**src/rtl/mux2to1_day2a_if.sv**
```systemverilog
// Bundle for mux2to1_day2a data, select, valid and registered outputs.
// Optional par_q signal exists only when MUX2TO1_PARITY_EN is defined.
interface mux2to1_day2a_if #(
  parameter int WIDTH     = 4,
  parameter int SEL_CNT_W = 8
);
  logic [WIDTH-1:0]     d0;
  logic [WIDTH-1:0]     d1;
  logic                 s;
  logic                 in_valid;
  logic [WIDTH-1:0]     y;
  logic [WIDTH-1:0]     y_q;
  logic                 out_valid;
  logic [SEL_CNT_W-1:0] sel_cnt;
`ifdef MUX2TO1_PARITY_EN
  logic                 par_q;
`endif

  modport master (
    output d0,
    output d1,
    output s,
    output in_valid,
    input  y,
    input  y_q,
    input  out_valid,
`ifdef MUX2TO1_PARITY_EN
    input  par_q,
`endif
    input  sel_cnt
  );

  modport slave (
    input  d0,
    input  d1,
    input  s,
    input  in_valid,
    output y,
    output y_q,
    output out_valid,
`ifdef MUX2TO1_PARITY_EN
    output par_q,
`endif
    output sel_cnt
  );
endinterface

```
**src/rtl/mux2to1_day2a.sv**
```systemverilog
// 2:1 mux with registered copy, valid, select-switch counter.
// Define MUX2TO1_PARITY_EN to add the registered parity output par_q.
module mux2to1_day2a #(
  parameter int WIDTH     = 4,
  parameter int SEL_CNT_W = 8
) (
  input logic              clk,
  input logic              rst,
  mux2to1_day2a_if.slave   bus
);

  logic [WIDTH-1:0]     y_c;
  logic [WIDTH-1:0]     y_q_r;
  logic                 vld_r;
  logic [SEL_CNT_W-1:0] cnt_r;
  logic                 last_s;
  logic                 seen;
  logic                 bump;

  // Unknown select propagates as X in simulation.
  always_comb begin
    y_c = 'x;
    unique case (bus.s)
      1'b0:    y_c = bus.d0;
      1'b1:    y_c = bus.d1;
      default: y_c = 'x;
    endcase
  end

  assign bump = bus.in_valid && seen &&
                (bus.s != last_s);

  always_ff @(posedge clk) begin
    if (rst) begin
      y_q_r  <= '0;
      vld_r  <= 1'b0;
      cnt_r  <= '0;
      last_s <= 1'b0;
      seen   <= 1'b0;
    end else begin
      vld_r <= bus.in_valid;
      if (bus.in_valid) begin
        y_q_r  <= y_c;
        last_s <= bus.s;
        seen   <= 1'b1;
      end
      if (bump)
        cnt_r <= cnt_r + 1'b1;
    end
  end

`ifdef MUX2TO1_PARITY_EN
  logic par_r;

  always_ff @(posedge clk) begin
    if (rst)
      par_r <= 1'b0;
    else if (bus.in_valid)
      par_r <= ^y_c;
  end

  assign bus.par_q = par_r;
`endif

  assign bus.y         = y_c;
  assign bus.y_q       = y_q_r;
  assign bus.out_valid = vld_r;
  assign bus.sel_cnt   = cnt_r;

endmodule

```
**src/flat_wrapper.sv**
```systemverilog
// flat-port wrapper written by rule: the top's interface ports become plain ports
module mux2to1_day2a_flat 
#(
  parameter int WIDTH     = 4,
  parameter int SEL_CNT_W = 8
)
  (clk, rst, bus_d0, bus_d1, bus_s, bus_in_valid, bus_y, bus_y_q, bus_out_valid, bus_sel_cnt);
  mux2to1_day2a_if #(.WIDTH(WIDTH), .SEL_CNT_W(SEL_CNT_W)) bus_i ();
  input logic clk;
  input logic rst;
  input wire logic [$bits(bus_i.d0)-1:0] bus_d0;
  input wire logic [$bits(bus_i.d1)-1:0] bus_d1;
  input wire logic [$bits(bus_i.s)-1:0] bus_s;
  input wire logic [$bits(bus_i.in_valid)-1:0] bus_in_valid;
  output wire logic [$bits(bus_i.y)-1:0] bus_y;
  output wire logic [$bits(bus_i.y_q)-1:0] bus_y_q;
  output wire logic [$bits(bus_i.out_valid)-1:0] bus_out_valid;
  output wire logic [$bits(bus_i.sel_cnt)-1:0] bus_sel_cnt;
  assign bus_i.d0 = bus_d0;
  assign bus_i.d1 = bus_d1;
  assign bus_i.s = bus_s;
  assign bus_i.in_valid = bus_in_valid;
  assign bus_y = bus_i.y;
  assign bus_y_q = bus_i.y_q;
  assign bus_out_valid = bus_i.out_valid;
  assign bus_sel_cnt = bus_i.sel_cnt;
  mux2to1_day2a #(.WIDTH(WIDTH), .SEL_CNT_W(SEL_CNT_W)) u_core (.clk(clk), .rst(rst), .bus(bus_i));
endmodule
```
**config.mk**
```make
export PLATFORM = sky130hd
export DESIGN_NAME = mux2to1_day2a_flat
export DESIGN_NICKNAME = d
export VERILOG_FILES = /design/src/rtl/mux2to1_day2a_if.sv /design/src/rtl/mux2to1_day2a.sv /design/src/flat_wrapper.sv
export SDC_FILE = /design/constraint.sdc
export NUM_CORES = 1
export LEC_CHECK = 0
export ABC_CLOCK_PERIOD_IN_PS = 1800
export CAP_MARGIN = 20
export CORE_MARGIN = 2
export CORE_UTILIZATION = 48
export DETAILED_ROUTE_END_ITERATION = 8
export DONT_BUFFER_PORTS = 1
export GPL_ROUTABILITY_DRIVEN = 0
export PLACE_DENSITY = 0.68
export SLEW_MARGIN = 20
export SYNTH_ARGS = -nofsm -noshare
export SYNTH_HDL_FRONTEND = slang
export SYNTH_SLANG_ARGS = --single-unit
```
**constraint.sdc**
```tcl
create_clock -name clk -period 1.8 [get_ports clk]
set_input_delay 0.18 -clock clk [delete_from_list [all_inputs] [get_ports clk]]
set_output_delay 0.18 -clock clk [all_outputs]
set_load 0.01 [all_outputs]
```
==> results of run 1 <==
synth_stat cells:
master	n	area share (%)
mux2_2	5	8.0
mux2_1	1	1.6
or3_1	1	0.89
inv_1	1	0.53
a21oi_1	6	4.3
buf_6	2	3.2
ha_1	1	1.8
buf_4	1	1.1
o21ai_0	2	1.4
nand2_1	2	1.1
nor4_2	1	1.8
nor2_1	9	4.8
nor3_1	1	0.71
mux2i_1	5	7.1
or3b_1	1	1.2
clkbuf_1	2	1.1
nor2b_1	3	2.7
o31ai_1	4	4.3
or4_1	4	4.3
nand4_1	1	0.89
xnor2_2	1	2.3
nand3_1	3	2.1
dfxtp_1	15	43
cell families after synthesis:
family,after synthesis
compound gates,12
xor+xnor,1
fa+ha+maj,1
buf+inv,6
flops,15
mux,11
simple gates,26
state kept, by name (all words and copies together) (netlist names):
name / flops
u_core.bus.y_q: 4
u_core.bus.sel_cnt: 8
u_core.seen: 1
u_core.bus.out_valid: 1
u_core.last_s: 1
routing by layer:
metal	part of all wire, %	vias up
li1	-	260
met1	43	251
met2	47	20
met3	8.5	2
met4	0.75	0
met5	0	-
area by class of cell:
cell class | count | area, µm²
clock buffer | 4 | 26.3
fill | 121 | 614
inverter | 1 | 3.75
multi-input combinational | 51 | 360
sequential | 15 | 300
tap | 15 | 18.8
timing repair buffer | 1 | 10.0
cell usage in the layout, fill, tap and decap left out:
| master | synthesis | final |
|---|---|---|
| nand3_1 | 3 | 3 |
| clkbuf_4 | 0 | 3 |
| mux2_1 | 1 | 1 |
| ha_1 | 1 | 1 |
| mux2_2 | 5 | 5 |
| a21oi_1 | 6 | 6 |
| dfxtp_1 | 15 | 15 |
| inv_1 | 1 | 1 |
| or4_1 | 4 | 4 |
| nand2_1 | 2 | 2 |
| nor2_1 | 9 | 9 |
| or3_1 | 1 | 1 |
| dlygate4sd3_1 | 0 | 1 |
| nand4_1 | 1 | 1 |
| nor3_1 | 1 | 1 |
| xnor2_2 | 1 | 1 |
| or3b_1 | 1 | 1 |
| nor2b_1 | 3 | 3 |
| mux2i_1 | 5 | 5 |
| o21ai_0 | 2 | 2 |
| clkbuf_1 | 2 | 1 |
| nor4_2 | 1 | 1 |
| o31ai_1 | 4 | 4 |
power by group through the flow:
stage               clock (mW)  sequential (mW)  combinational, mW
finish                   0.186            0.355             0.0513
floorplan                    0            0.362             0.0587
global placement             0            0.363             0.0448
detailed placement           0            0.363             0.0460
CTS                      0.191            0.355             0.0518
global route             0.208            0.357             0.0571
worst reg2reg max path: stages, from the launching register on:
cell and delay [ns]:
dfxtp_1 0.47, nand3_1 0.22, nor4_2 0.33, mux2_1 0.34
worst max path at each step:
stage                               start                    end  slack, ns  cells past startpoint
finish              u_core.bus.sel_cnt[2]  u_core.bus.sel_cnt[7]       0.34                      3
global route        u_core.bus.sel_cnt[2]  u_core.bus.sel_cnt[7]       0.23                      3
floorplan           u_core.bus.sel_cnt[0]  u_core.bus.sel_cnt[2]       0.47                      4
detailed placement  u_core.bus.sel_cnt[2]  u_core.bus.sel_cnt[7]       0.35                      3
global placement    u_core.bus.sel_cnt[2]  u_core.bus.sel_cnt[7]       0.39                      3
CTS                 u_core.bus.sel_cnt[2]  u_core.bus.sel_cnt[7]       0.33                      3
metrics by stage:
stage / hold slack [ns] / util [%]
floorplan: 0.443 / -
global placement: 0.251 / 51.2
detailed placement: 0.254 / 51.2
CTS: 0.0261 / 53.9
global route: 0.0228 / 53.9
finish: 0.0314 / 53.9
==> results_dict.tcl, run 1 <==
set metrics [dict create \
    fin_crit_sh_pct 81.2 \
    cts_hold_buf 1 \
    worst_slew_pin_slew_ns 0.543 \
    track_usage_pct 14.9 \
    cts_tree "built" \
    path_class "reg -> reg" \
    area_delta_synth_final_pct 2.50 \
    hold_end "u_core.seen" \
    layout-drive-gt1-share_pct 13.9 \
    synth-seq-cells 15 \
    via_per_inst 6.13 \
    yosysUniqueCellTypes 23 \
    p_int_mw 0.452 \
    reg2reg_depth 3 \
    drv_slew 0 \
    root_buffer "clkbuf_4" \
    placed_cell_area_um2 683 \
    antenna_found_initial 0 \
    rows 13 \
    initial_core_util_pct 52.6 \
    max_freq_ghz 0.684 \
    net-switching-power_mw 0.141 \
    crit_required_ns 1.97 \
    die_height_um 42.2 \
    cpMaxStageDelayCell "dfxtp_1" \
    finalCriticalPeriod_ns 1.46 \
    cts_setup_buffers 0 \
    grt-ovfl-total 0 \
    seq_area_frac_synth_pct 42.8 \
    coreArea_mm2 0.00133 \
    power_frac_seq_pct 59.9 \
    syn-instance-count 72 \
    synth_simple_gate_area_share_pct 20.5 \
    worstHoldStart "bus_in_valid" \
    place_inst 82 \
    hold_viol 0 \
    syn_area_per_cell_um2 9.75 \
    die_x_um 42.2 \
    finalSetupViolCount 0 \
    fin_cells 87 \
    status "complete, no violations" \
    preCtsSetupSlack_ns 0.347 \
    grt_pass1_vias 495 \
    fin_area_um2 719 \
    clk-insertion-delay-late_ns 0.27 \
    grt_pass1_wl_um 2040 \
    avgRoutedWirePerCell_um 13.9 \
    hp-class "in -> reg" \
    grt_max_degree 15 \
    path_cells "nand3_1 -> nor4_2 -> mux2_1" \
    numCtsBuffers 3 \
    crit_buf_inv 0 \
    cp_slowest_stage_delay_ns 0.47 \
    combPwrFrac_pct 8.7 \
    clock_sinks 15 \
    fin_nets 86 \
    use_met2_pct 23.1 \
    clockBufferDepth 2 \
    ios 29 \
    max_slew_margin_pct 63.6 \
    reg2reg_slack_ns 0.34 \
    drt_iter0_drc 4 \
    hold_depth 2 \
    finalWorstSetupSlack_ns 0.339 \
    power-per-cell-area_mw_per_mm2 824 \
    drc 0 \
    synthesis.area_um2 702 \
    htree_levels 1 \
    place_hpwl_um 837 \
    setup-tns-final_ns 0 \
    synth_fa_ha_area_share_pct 1.78 \
    worst_setup_path_end_kind "register" \
    port-buffer-count 0 \
    dieArea_mm2 0.00178 \
    clock_skew_ns 0.00572 \
    top_usage_layer "met2" \
    p_leak_nw 0.258 \
    yosys_warnings 0 \
    pwr-share-clk_pct 31.4 \
    wl_um 1210 \
    crit_path_start_kind "register" \
    vias 533 \
    synth_nets 85 \
    diodes 0 \
    cts_resized 0 \
    met1_usage_pct 17.8 \
    crit_fanout 6 \
    r2r-start "u_core.bus.sel_cnt[2]" \
    p_sw_share_pct 23.8 \
    synth_compound_area_share_pct 9.98 \
    cp_top_family "simple AND/OR/NAND/NOR gates" \
    antenna_left 0 \
    synth_top_family_by_area "simple AND/OR/NAND/NOR gates" \
    drt_pass1_iterations 4 \
    met3_usage_pct 6.90 \
    power_mw 0.593 \
    cap_violations 0 \
    rsz0062_at_grt "no" \
    synthMuxAreaShare_pct 16.8 \
    r2r-end "u_core.bus.sel_cnt[7]" \
    vdd_ir_drop_max_uv 442 \
    synth-xor-area-share_pct 2.32 \
    cp_data_arrival_time_ns 1.63 \
    cts.clk_slew.worst_paths_ns 0.09 \
]
(Power assumes the default switching activity.)
==> inputs of run 2 (changes only) <==
--- a/config.mk
+++ b/config.mk
@@ -5,14 +5,14 @@
 export SDC_FILE = /design/constraint.sdc
 export NUM_CORES = 1
 export LEC_CHECK = 0
-export ABC_CLOCK_PERIOD_IN_PS = 1800
+export ABC_CLOCK_PERIOD_IN_PS = 1250
 export CAP_MARGIN = 20
 export CORE_MARGIN = 2
 export CORE_UTILIZATION = 48
 export DETAILED_ROUTE_END_ITERATION = 8
 export DONT_BUFFER_PORTS = 1
 export GPL_ROUTABILITY_DRIVEN = 0
-export PLACE_DENSITY = 0.68
+export PLACE_DENSITY = 0.7
 export SLEW_MARGIN = 20
 export SYNTH_ARGS = -nofsm -noshare
 export SYNTH_HDL_FRONTEND = slang
==> constraint.sdc (replaced) <==
create_clock -name clk -period 1.25 [get_ports clk]
set_input_delay 0.125 -clock clk [delete_from_list [all_inputs] [get_ports clk]]
set_output_delay 0.125 -clock clk [all_outputs]
set_load 0.01 [all_outputs]
==> results_dict.tcl, run 2 (synthesis gave the netlist of run 1 again) <==
set metrics [dict create \
    via_per_inst 5.71 \
    largest_register_ffs 8 \
    ios 29 \
    crit_path_start_kind "register" \
    cp_slowest_stage_delay_ns 0.49 \
    root_buffer "clkbuf_4" \
    preCtsSetupSlack_ns -0.0392 \
    clk-insertion-delay-late_ns 0.28 \
    cts_tree "built" \
    worst_slew_pin_slew_ns 0.297 \
    grt_pass1_wl_um 2300 \
    cpMaxStageDelayCell "or4_1" \
    pwr-share-clk_pct 30.1 \
    p_sw_share_pct 24.0 \
    fill_cells 104 \
    path_cells "ha_4 -> inv_2 -> or4_1 -> a21oi_1" \
    track_usage_pct 16.9 \
    layout_common_cells "9 x nor2_1, 9 x buf_4, 8 x dfxtp_1" \
    hp-class "in -> reg" \
    combPwrFrac_pct 13.4 \
    clock_sinks 15 \
    cts.clk_slew.worst_paths_ns 0.09 \
    die_height_um 42.2 \
    grt-ovfl-total 0 \
    max_freq_ghz 0.794 \
    power_frac_seq_pct 56.6 \
    fin_nets 104 \
    coreArea_mm2 0.00133 \
    path_class "reg -> reg" \
    p_leak_nw 0.376 \
    rows 13 \
    antenna_found_initial 0 \
    hold_viol 0 \
    reg2reg_depth 4 \
    clockBufferDepth 2 \
    layout-drive-gt1-share_pct 36.7 \
    cp_data_arrival_time_ns 1.47 \
    clock_skew_ns 0.00479 \
    violations "negative setup slack" \
    grt_max_degree 18 \
    crit_fanout 5 \
    crit_required_ns 1.46 \
    hold_depth 2 \
    antenna_left 0 \
    diodes 0 \
    initial_core_util_pct 52.6 \
    drt_pass1_iterations 2 \
    vdd_ir_drop_max_uv 576 \
    p_int_mw 0.689 \
    vias 600 \
    numCtsBuffers 3 \
    wl_um 1460 \
    drc 0 \
    place_inst 91 \
    fin_crit_sh_pct 101 \
    rsz0062_at_grt "yes" \
    power-per-cell-area_mw_per_mm2 956 \
    area_delta_synth_final_pct 34.9 \
    max_slew_margin_pct 80.0 \
    place_hpwl_um 966 \
    worst_setup_path_end_kind "register" \
    grt_pass1_vias 548 \
    finalSetupViolCount 1 \
    finalWorstSetupSlack_ns -0.00874 \
    placed_cell_area_um2 776 \
    fin_cells 105 \
    dieArea_mm2 0.00178 \
    htree_levels 1 \
    net-switching-power_mw 0.217 \
    die_x_um 42.2 \
    avgRoutedWirePerCell_um 13.9 \
    drt_iter0_drc 10 \
    fin_area_um2 947 \
    status "finished with violations" \
    power_mw 0.906 \
    drv_slew 0 \
    port-buffer-count 0 \
    cap_violations 0 \
    finalCriticalPeriod_ns 1.26 \
]
## run 2: cell type report
cell class                 instances  area [µm²]  share of cell area, %
multi-input combinational         52         420                   44.4
sequential                        15         317                   33.4
timing repair buffer              18         161                   17.0
clock buffer                       4        26.3                   2.77
tap                               15        18.8                   1.98
inverter                           1        3.75                  0.396
## run 2: per-layer routing
| metal | wire length [µm] | GRT usage, % | vias to the layer above |
|---|---|---|---|
| met1 | 602 | 19.9 | 284 |
| met5 | 0 | 0 | - |
| li1 | - | - | 295 |
| met3 | 97 | 3.02 | 2 |
| met4 | 12 | 11.3 | 0 |
| met2 | 750 | 27.7 | 19 |
## run 2: final timing paths
path	slack [ns]	start	endpoint
max	-0.009	u_core.bus.sel_cnt[0]	u_core.bus.sel_cnt[2]
min	0.06	rst	u_core.bus.sel_cnt[7]
min reg2reg	0.54	u_core.bus.sel_cnt[0]	u_core.bus.sel_cnt[0]
max reg2reg	-0.009	u_core.bus.sel_cnt[0]	u_core.bus.sel_cnt[2]
## run 2: metrics by stage
stage	hold WS (ns)	util, %	TNS (ns)
2_1_floorplan	0.388	-	0
3_3_place_gp	0.186	58.2	-0.0671
3_5_place_dp	0.189	58.2	-0.135
4_1_cts	-0.119	66.7	-0.0250
5_1_grt	0.0682	71.0	-0.352
6_report	0.0635	71.0	-0.00874
## run 2: what timing repair did
| action | 4_1_cts | 5_1_grt |
|---|---|---|
| cloned | 0 | 1 |
| hold buffers | 7 | 1 |
| hold endpoints to repair | 13 | 6 |
| resized for setup | 6 | 6 |
| endpoints found under the setup margin | 8 | 8 |
| setup buffers | 0 | 1 |
| pin swaps | 3 | 3 |
## run 2: critical path: cells and delay by family, from the launching register on
| family | cells | cell delay (ns) |
|---|---|---|
| compound gates | 1 | 0.13 |
| fa+ha+maj | 1 | 0.15 |
| buf+inv | 1 | 0.03 |
| flops | 1 | 0.40 |
| simple gates | 1 | 0.49 |
## run 2: power by group through the flow
stage	clock [mW]	sequential, mW	combinational, mW
after CTS	0.291	0.511	0.101
after floorplan	0	0.521	0.0847
after global placement	0	0.522	0.0753
after detailed placement	0	0.522	0.0772
final	0.272	0.512	0.121
after global routing	0.304	0.515	0.132
